### src/rtl/mul_sequencer_if.sv
// mul_sequencer_if: operand/result handshake bundle between the EX stage
// (master) and the multicycle multiplier (slave).
//   start_valid/start_ready  operand handshake; op, a, b, rd_in qualify it
//   flush                    squash whatever the multiplier is doing
//   result_valid/ready       result handshake; result, rd_out qualify it
//   busy                     multiplier is not idle
interface mul_sequencer_if #(
    parameter int unsigned WIDTH = 64
);
    logic             start_valid;
    logic             start_ready;
    logic [1:0]       op;
    logic [WIDTH-1:0] a;
    logic [WIDTH-1:0] b;
    logic [4:0]       rd_in;
    logic             flush;
    logic             result_valid;
    logic             result_ready;
    logic [WIDTH-1:0] result;
    logic [4:0]       rd_out;
    logic             busy;

    modport master (
        output start_valid, op, a, b, rd_in, flush, result_ready,
        input  start_ready, result_valid, result, rd_out, busy
    );

    modport slave (
        input  start_valid, op, a, b, rd_in, flush, result_ready,
        output start_ready, result_valid, result, rd_out, busy
    );
endinterface

### src/rtl/mul_sequencer.sv
// mul_sequencer: iterative shift-add multiplier for LEGv8 MUL/UMULH/SMULH.
// Retires BITS_PER_CYCLE multiplier bits per RUN cycle into a 2*WIDTH
// accumulator; SMULH gets one extra SIGNFIX cycle that converts the unsigned
// high half into the signed high half.
// Ports:
//   clk    rising-edge clock
//   reset  asynchronous, active-high
//   bus    mul_sequencer_if slave: operand handshake (start_valid/ready,
//          op, a, b, rd_in), flush, result handshake (result_valid/ready,
//          result, rd_out) and busy
// op: 00 MUL (low half), 01 UMULH, 10 SMULH, 11 same as MUL.
// WIDTH must be a multiple of BITS_PER_CYCLE (1, 2 or 4).
module mul_sequencer #(
    parameter int unsigned WIDTH          = 64,
    parameter int unsigned BITS_PER_CYCLE = 1
) (
    input logic           clk,
    input logic           reset,
    mul_sequencer_if.slave bus
);
    localparam int unsigned N    = WIDTH / BITS_PER_CYCLE;
    localparam int unsigned CW   = (N > 1) ? $clog2(N) : 1;
    localparam logic [CW-1:0] LAST = CW'(N - 1);

    typedef enum logic [1:0] {IDLE, RUN, SIGNFIX, DONE} state_e;
    typedef enum logic [1:0] {
        OP_MUL   = 2'b00,
        OP_UMULH = 2'b01,
        OP_SMULH = 2'b10,
        OP_MUL2  = 2'b11
    } op_e;

    state_e               state_q, state_d;
    op_e                  op_q, op_d;
    logic [WIDTH-1:0]     a_q, a_d;
    logic [WIDTH-1:0]     b_q, b_d;
    logic [4:0]           tag_q, tag_d;
    logic [2*WIDTH-1:0]   acc_q, acc_d;
    logic [CW-1:0]        cnt_q, cnt_d;
    logic [WIDTH-1:0]     result_q, result_d;
    logic [4:0]           rd_out_q, rd_out_d;
    logic                 result_valid_q, result_valid_d;

    int unsigned               k;
    logic [BITS_PER_CYCLE-1:0] chunk;
    logic [2*WIDTH-1:0]        a_ext;
    logic [2*WIDTH-1:0]        pp;
    logic [WIDTH-1:0]          hi_fix;

    // Partial product for the current multiplier slice, plus the signed
    // correction of the high half used by SMULH.
    always_comb begin
        k      = 32'(cnt_q) * BITS_PER_CYCLE;
        chunk  = BITS_PER_CYCLE'(b_q >> k);
        a_ext  = {{WIDTH{1'b0}}, a_q};
        pp     = '0;
        for (int unsigned i = 0; i < BITS_PER_CYCLE; i++) begin
            if (chunk[i]) begin
                pp = pp + (a_ext << i);
            end
        end
        hi_fix = acc_q[2*WIDTH-1:WIDTH]
               - (a_q[WIDTH-1] ? b_q : '0)
               - (b_q[WIDTH-1] ? a_q : '0);
    end

    always_comb begin
        state_d        = state_q;
        op_d           = op_q;
        a_d            = a_q;
        b_d            = b_q;
        tag_d          = tag_q;
        acc_d          = acc_q;
        cnt_d          = cnt_q;
        result_d       = result_q;
        rd_out_d       = rd_out_q;
        result_valid_d = result_valid_q;

        unique case (state_q)
            IDLE: begin
                // flush wins over a simultaneous start
                if (bus.start_valid && !bus.flush) begin
                    a_d     = bus.a;
                    b_d     = bus.b;
                    op_d    = op_e'(bus.op);
                    tag_d   = bus.rd_in;
                    acc_d   = '0;
                    cnt_d   = '0;
                    state_d = RUN;
                end
            end
            RUN: begin
                if (bus.flush) begin
                    state_d = IDLE;
                end else begin
                    acc_d = acc_q + (pp << k);
                    cnt_d = cnt_q + CW'(1);
                    if (cnt_q == LAST) begin
                        if (op_q == OP_SMULH) begin
                            state_d = SIGNFIX;
                        end else begin
                            state_d        = DONE;
                            result_valid_d = 1'b1;
                            rd_out_d       = tag_q;
                            result_d       = (op_q == OP_UMULH) ? acc_d[2*WIDTH-1:WIDTH]
                                                                : acc_d[WIDTH-1:0];
                        end
                    end
                end
            end
            SIGNFIX: begin
                if (bus.flush) begin
                    state_d = IDLE;
                end else begin
                    acc_d          = {hi_fix, acc_q[WIDTH-1:0]};
                    state_d        = DONE;
                    result_valid_d = 1'b1;
                    rd_out_d       = tag_q;
                    result_d       = hi_fix;
                end
            end
            DONE: begin
                // flush drops the result even if it is being accepted
                if (bus.flush || bus.result_ready) begin
                    state_d        = IDLE;
                    result_valid_d = 1'b0;
                end
            end
        endcase
    end

    always_ff @(posedge clk or posedge reset) begin
        if (reset) begin
            state_q        <= IDLE;
            op_q           <= OP_MUL;
            a_q            <= '0;
            b_q            <= '0;
            tag_q          <= '0;
            acc_q          <= '0;
            cnt_q          <= '0;
            result_q       <= '0;
            rd_out_q       <= '0;
            result_valid_q <= 1'b0;
        end else begin
            state_q        <= state_d;
            op_q           <= op_d;
            a_q            <= a_d;
            b_q            <= b_d;
            tag_q          <= tag_d;
            acc_q          <= acc_d;
            cnt_q          <= cnt_d;
            result_q       <= result_d;
            rd_out_q       <= rd_out_d;
            result_valid_q <= result_valid_d;
        end
    end

    assign bus.start_ready  = (state_q == IDLE);
    assign bus.busy         = (state_q != IDLE);
    assign bus.result_valid = result_valid_q;
    assign bus.result       = result_q;
    assign bus.rd_out       = rd_out_q;
endmodule

### src/flat_wrapper.sv
// flat-port wrapper written by rule: the top's interface ports become plain ports
module mul_sequencer_flat 
#(
    parameter int unsigned WIDTH          = 64,
    parameter int unsigned BITS_PER_CYCLE = 1
)
  (clk, reset, bus_start_valid, bus_op, bus_a, bus_b, bus_rd_in, bus_flush, bus_result_ready, bus_start_ready, bus_result_valid, bus_result, bus_rd_out, bus_busy);
  mul_sequencer_if #(.WIDTH(WIDTH)) bus_i ();
  input logic clk;
  input logic reset;
  input wire logic [$bits(bus_i.start_valid)-1:0] bus_start_valid;
  input wire logic [$bits(bus_i.op)-1:0] bus_op;
  input wire logic [$bits(bus_i.a)-1:0] bus_a;
  input wire logic [$bits(bus_i.b)-1:0] bus_b;
  input wire logic [$bits(bus_i.rd_in)-1:0] bus_rd_in;
  input wire logic [$bits(bus_i.flush)-1:0] bus_flush;
  input wire logic [$bits(bus_i.result_ready)-1:0] bus_result_ready;
  output wire logic [$bits(bus_i.start_ready)-1:0] bus_start_ready;
  output wire logic [$bits(bus_i.result_valid)-1:0] bus_result_valid;
  output wire logic [$bits(bus_i.result)-1:0] bus_result;
  output wire logic [$bits(bus_i.rd_out)-1:0] bus_rd_out;
  output wire logic [$bits(bus_i.busy)-1:0] bus_busy;
  assign bus_i.start_valid = bus_start_valid;
  assign bus_i.op = bus_op;
  assign bus_i.a = bus_a;
  assign bus_i.b = bus_b;
  assign bus_i.rd_in = bus_rd_in;
  assign bus_i.flush = bus_flush;
  assign bus_i.result_ready = bus_result_ready;
  assign bus_start_ready = bus_i.start_ready;
  assign bus_result_valid = bus_i.result_valid;
  assign bus_result = bus_i.result;
  assign bus_rd_out = bus_i.rd_out;
  assign bus_busy = bus_i.busy;
  mul_sequencer #(.WIDTH(WIDTH), .BITS_PER_CYCLE(BITS_PER_CYCLE)) u_core (.clk(clk), .reset(reset), .bus(bus_i));
endmodule
### config.mk
export PLATFORM = sky130hd
export DESIGN_NAME = mul_sequencer_flat
export DESIGN_NICKNAME = d
export VERILOG_FILES = /design/src/rtl/mul_sequencer_if.sv /design/src/rtl/mul_sequencer.sv /design/src/flat_wrapper.sv
export SDC_FILE = /design/constraint.sdc
export NUM_CORES = 2
export LEC_CHECK = 0
export ABC_AREA = 1
export CORE_MARGIN = 2
export CORE_UTILIZATION = 35
export CTS_BUF_LIST = sky130_fd_sc_hd__clkbuf_8
export CTS_CLUSTER_DIAMETER = 150
export CTS_CLUSTER_SIZE = 40
export DETAILED_ROUTE_END_ITERATION = 8
export PLACE_DENSITY = 0.5
export SYNTH_ARGS = -nofsm -noshare
export SYNTH_HDL_FRONTEND = slang
export SYNTH_SLANG_ARGS = --single-unit
### constraint.sdc
create_clock -name clk -period 23.4 [get_ports clk]
set_input_delay 2.34 -clock clk [delete_from_list [all_inputs] [get_ports clk]]
set_output_delay 2.34 -clock clk [all_outputs]
set_load 0.01 [all_outputs]
# Word level (Yosys, flattened, before mapping)
# Index checks and enable logic that the tools add are counted.
[totals] register_bits=341 in_bits=140 output_inout_bits=72
[op_classes] add_sub_neg=4 eq_ne=13 shift=2 muxes=34 bitwise=1 n_reduce_logical=16
[op_table] cell="64-bit 2-to-1 mux" count=8
[op_table] cell="128-bit 2-to-1 mux" count=3
[op_table] cell="128-bit case mux with 3 select lines" count=1
[op_table] cell="128-bit adder" count=1
[op_table] cell="64-bit case mux with 2 select lines" count=1
[op_table] cell="128-bit by 6-bit << shifter with 128-bit output" count=1
[op_table] cell="64-bit subtractor" count=2
[op_table] cell="64-bit by 6-bit right shift with 1-bit output" count=1
[op_table] cell="5-bit 2-to-1 mux" count=4
[op_table] cell="6-bit 2-to-1 mux" count=2
[op_table] cell="6-bit case mux with 2 select lines" count=1
[op_table] cell="2-bit 2-to-1 mux" count=5
[op_table] cell="5-bit case mux with 2 select lines" count=1
[op_table] cell="2-bit case mux with 4 select lines" count=1
[op_table] cell="4-bit AND reduction" count=2
[op_table] cell="6-bit by 1-bit adder with 6-bit output (second input constant)" count=1
[op_table] cell="2-bit equality test (second input constant)" count=3
[op_table] cell="6-bit equality test (second input constant)" count=1
[op_table] cell="1-bit 2-to-1 mux" count=6
[op_table] cell="2-bit by 1-bit != test with 1-bit output (second input constant)" count=3
[op_table] cell="2-bit != test (second input constant)" count=3
[op_table] cell="3-bit AND reduction" count=2
[op_table] cell="6-bit AND reduction" count=1
[op_table] cell="2-bit nonzero test" count=3
[op_table] cell="other kinds (11)" count=13

# Logic depth before layout (Yosys ltp)
[logic_depth] depth_word=9 depth_mapped=44 depth_no_buf=40

# Worst setup path after synthesis
# Ideal clock, no wire load.
[synth_timing] kind="register to register" from="register u_core.cnt_q[0]" to="register u_core.acc_q[100]" setup_time_ns=0.117 t_arrival_ns=4.192 t_required_ns=23.283 setup_slack_ns=19.090 stages_incl_launch_ff=40 path_buffers=5 period_less_slack_ns=4.310 path_cell_list="dfrtp_1 buf_6 inv_2 buf_6 buf_6 nand2_1 nand2_1 nand2_1 nand3_1 nor2_1 nor2_1 nand3_1 nand2_2 buf_8 buf_6 nand3_2 inv_2 nand2_1 (+4 left out) inv_1 fa_1 o21ai_1 nand2_1 nand2_1 a21oi_1 o21ai_0 nand2_1 nand2_1 nand2_1 nand2_1 nand2_1 nand2_1 nand2_1 nand2_1 o21ai_0 nand2_1 nand2_1"
[synth_via] elab_chain_len=6
[synth_lines] element="from (decl)" line_no="mul_sequencer.sv:39" rtl="logic [CW-1:0] cnt_q, cnt_d;"
[synth_lines] element="from (signal assigned)" line_no="mul_sequencer.sv:151" rtl="cnt_q <= cnt_d;"
[synth_lines] element="64-bit by 6-bit right shift with 1-bit output" line_no="mul_sequencer.sv:54" rtl="chunk = BITS_PER_CYCLE'(b_q >> k);"
[synth_lines] element="64-bit 2-to-1 mux" line_no="mul_sequencer.sv:58" rtl="if (chunk[i]) begin"
[synth_lines] element="128-bit by 6-bit << shifter with 128-bit output (*)" line_no="mul_sequencer.sv:96" rtl="acc_d = acc_q + (pp << k);"
[synth_lines] element="128-bit adder (*)" line_no="mul_sequencer.sv:96"
[synth_lines] element="128-bit 2-to-1 mux (*)" line_no="mul_sequencer.sv:93" rtl="if (bus.flush) begin"
[synth_lines] element="128-bit case mux with 3 select lines (*)" line_no="mul_sequencer.sv:79" rtl="unique case (state_q)"
[synth_lines] element="to (signal assigned)" line_no="mul_sequencer.sv:139" rtl="acc_q <= '0;"
[synth_lines] element="to (signal assigned)" line_no="mul_sequencer.sv:150" rtl="acc_q <= acc_d;"
[synth_lines] element="to (decl)" line_no="mul_sequencer.sv:38" rtl="logic [2*WIDTH-1:0] acc_q, acc_d;"
# Every way passes the cells marked *; elsewhere a longest branch is shown, timed or not. The select of a mux whose other input is x is not followed.
# A chain may end at the register's enable or synchronous reset.

# Final worst setup path
[layout_timing] from="register u_core.cnt_q[0]" to="register u_core.acc_q[73]"
# The elaborated chain is that of the path after synthesis.

==> flow_summary_export.csv <==
group,metric,value,unit
setup_path,end_kind,"flip-flop",
detailed_routing,drt.antenna.violating_nets,0,
clocking,cts_sinks,341,
layout,fin_cells,7835,
outcome,violations,"capacitance limit, slew limit",
setup_path,crit_top_cell,"nand2_1",
layout,syn_to_final_growth,10.2,%
logic_synthesis,ys.flop_type,"dfrtp_1",
setup_path,r2r_slack,14330,ps
sta,postLayoutSetupSlackWorst,14330,ps
die,dieHeight,332,um
detailed_routing,vias_per_cell,5.85,
sta,fin_tns_setup,0,ps
die,start_util,35.2,%
grt,grt_usage,42.3,%
sta,finalCritPeriodShare,38.8,%
clocking,clk_pin_slew,200,ps
logic_synthesis,synthTopCellsByCount,"2134 x nand2_1, 806 x nand3_1, 670 x nor2_1",
clocking,cts_tree,"done",
placed_design,gp_congestion,1.09,
min_path,min_from,"u_core.tag_q[4]$_DFFE_PP0P_",
logic_synthesis,syn_area,37700,um2
grt,grt_antenna_before_repair,8,
logic_synthesis,synth_top_cell_by_area,"dfrtp_1",
flow_run,max-cap-violations,1,
sta,slew_viol_final,1,
outcome,outcome,"complete, but fails checks",
sta,worst_slew_pin_slew,1490,ps
min_path,hold_class,"reg -> reg",
grt,grt_pass1_vias,43638,
logic_synthesis,syn_inst,6389,
setup_path,critical_path_arrival,9740,ps
clocking,ctsHoldBuffers,0,
grt,grt_pass1_wl,331000,um
setup_path,cp_slowest_stage_delay,800,ps
placed_design,dp.cells,7800,
layout,seq_area,8550,um2
detailed_routing,drt_pass1_iterations,6,
sta,report.final.hold_viol_count,0,
placed_design,io_buffers,211,
sta,rsz0062_at_grt,"no",
die,die-area,110000,um2
clocking,cts.htree.levels,1,
layout,final_layout_size_suffix_gt1_share,2.19,%
die,dieWidth,332,um
logic_synthesis,syn_avg_cell_area,5.90,um2
logic_synthesis,syn_nets,6790,
detailed_routing,wl,240000,um
layout,multi_input_area,25900,um2
clocking,post_cts_buffers,0,
layout,nFillCells,12213,
detailed_routing,first_iter_violations,5882,
logic_synthesis,ys_ff_latch,341,
sta,setup_viol_count_final,0,
detailed_routing,routedWlPerCell,30.6,um
logic_synthesis,synth_cell_types,47,
die,core,107000,um2
clocking,cts_buffer_depth,3,
placed_design,hpwl,199000,um
sta,maxSlewHeadroom,-0.218,%
clocking,insertion_delay,820,ps
clocking,cts_buffers,19,
logic_synthesis,synth_edf_count,0,
placed_design,dp_worst_setup_slack,14830,ps
setup_path,slowest_stage,"dfrtp_4",
die,io_pins,212,
sta,min_period,9070,ps
grt,overflow,0,
detailed_routing,vias,45848,
setup_path,worst-setup-path-type,"reg -> reg",
logic_synthesis,synth.most_common_cell,"nand2_1",
setup_path,rr_startpoint,"u_core.cnt_q[0]$_DFFE_PP0P_",
sta,fin_skew,122,ps
logic_synthesis,yosys-top-cells-area,"dfrtp_1 23%, nand2_1 21%, nand3_1 11%, nor2_1 6.7%, ha_1 6.5%",
clocking,clock_tree.root_cell,"clkbuf_8",
setup_path,cp-start-kind,"flip-flop",
grt,grt_max_degree,136,
clocking,post_cts_resize_count,0,
logic_synthesis,seq_area_frac_synth,22.7,%
setup_path,cp_max_fo,90,
logic_synthesis,async_flop_share,100,%
layout,layout.nets,6819,
logic_synthesis,yosysWarnings,0,
sta,fmax,110,MHz
detailed_routing,route.detailed.drc,0,
logic_synthesis,yosysTopAreaCellShare,22.7,%
setup_path,required,24070,ps
die,rows,120,
setup_path,startpoint,"u_core.cnt_q[0]$_DFFE_PP0P_",
-- flip-flops by register name, indices dropped and copies added (netlist names) --
register / count
u_core.acc_q: 128
u_core.a_q: 64
u_core.b_q: 64
u_core.bus.result: 64
u_core.cnt_q: 6
u_core.bus.rd_out: 5
u_core.tag_q: 5
u_core.op_q: 2
u_core.state_q: 2
u_core.bus.result_valid: 1
-- metal layers --
metal  vias up  part of all wire (%)  global-route usage, %  routed length, um
met4         6                   8.3                   29.1              19900
met2      2469                    42                   63.0              99600
met1     21999                    41                   55.0              97700
li1      20893                     -                      -                  -
met5         -                 0.016                      0                 39
met3       481                   9.4                   8.33              22500
-- through the flow --
stage / utilization [%] / area, um2 / hold WS (ps)
after floorplan: - / 37700 / 442
after global placement: 38.3 / 40900 / 452
after detailed placement: 38.3 / 40900 / 458
after CTS: 38.8 / 41500 / 505
after global routing: 38.8 / 41500 / 531
final: 38.8 / 41500 / 497
-- cells by family after synthesis --
family / Yosys count / share of synthesized area [%]
simple gates: 3800 / 41.9
compound gates: 1077 / 15.1
buf+inv: 842 / 8.79
flops: 341 / 22.7
fa+ha+maj: 261 / 9.94
xor+xnor: 68 / 1.58
-- layout make-up --
type	instances	share of cell area [%]
antenna	1	0.00603
clock buffer	19	0.630
clock inverter	15	0.796
inverter	596	5.43
multi-input combinational	5206	62.4
sequential	341	20.6
tap	1403	4.23
timing repair buffer	254	5.93
-- path summary, 6_finish.rpt --
kind,endpoint,cells past startpoint
max,u_core.acc_q[73]$_DFFE_PP0P_,30
min,u_core.tag_q[4]$_DFFE_PP0P_,2
max reg2reg,u_core.acc_q[73]$_DFFE_PP0P_,30
min reg2reg,u_core.tag_q[4]$_DFFE_PP0P_,2
max in group asynchronous,u_core.acc_q[44]$_DFFE_PP0P_,4
min in group asynchronous,u_core.a_q[5]$_DFFE_PP0P_,2
-- placed cells by master, fill, tap and decap left out, drive strengths merged, types with 10 or more instances in the layout --
cell type	synthesis	layout
inv	594	596
xnor2	47	47
clkdlybuf4s50	0	211
nand4	41	41
nand3b	19	19
a21o	30	30
o21a	13	13
a21boi	11	11
and3	20	20
buf	103	43
dfrtp	341	341
o21bai	27	27
fa	64	64
ha	197	197
nor2	674	674
clkbuf	143	19
nor4	16	16
clkinv	2	14
a31oi	29	29
o21ai	471	471
a21oi	476	476
nor3	51	51
nand2	2135	2135
xor2	21	21
nand3	826	826
or2	10	10
-- critical path: cells and delay by family (launching register included) --
| family | cells | cell delay (ps) |
|---|---|---|
| AO/OA/AOI/OAI | 6 | 2020 |
| flip-flops | 1 | 800 |
| adder cells (fa/ha/maj) | 1 | 370 |
| buffers and inverters | 3 | 2100 |
| XOR/XNOR | 1 | 690 |
| AND/OR/NAND/NOR | 19 | 2860 |
Power is not shown: default switching activity piles up to over one toggle a cycle in this logic, so the estimate is an artifact.
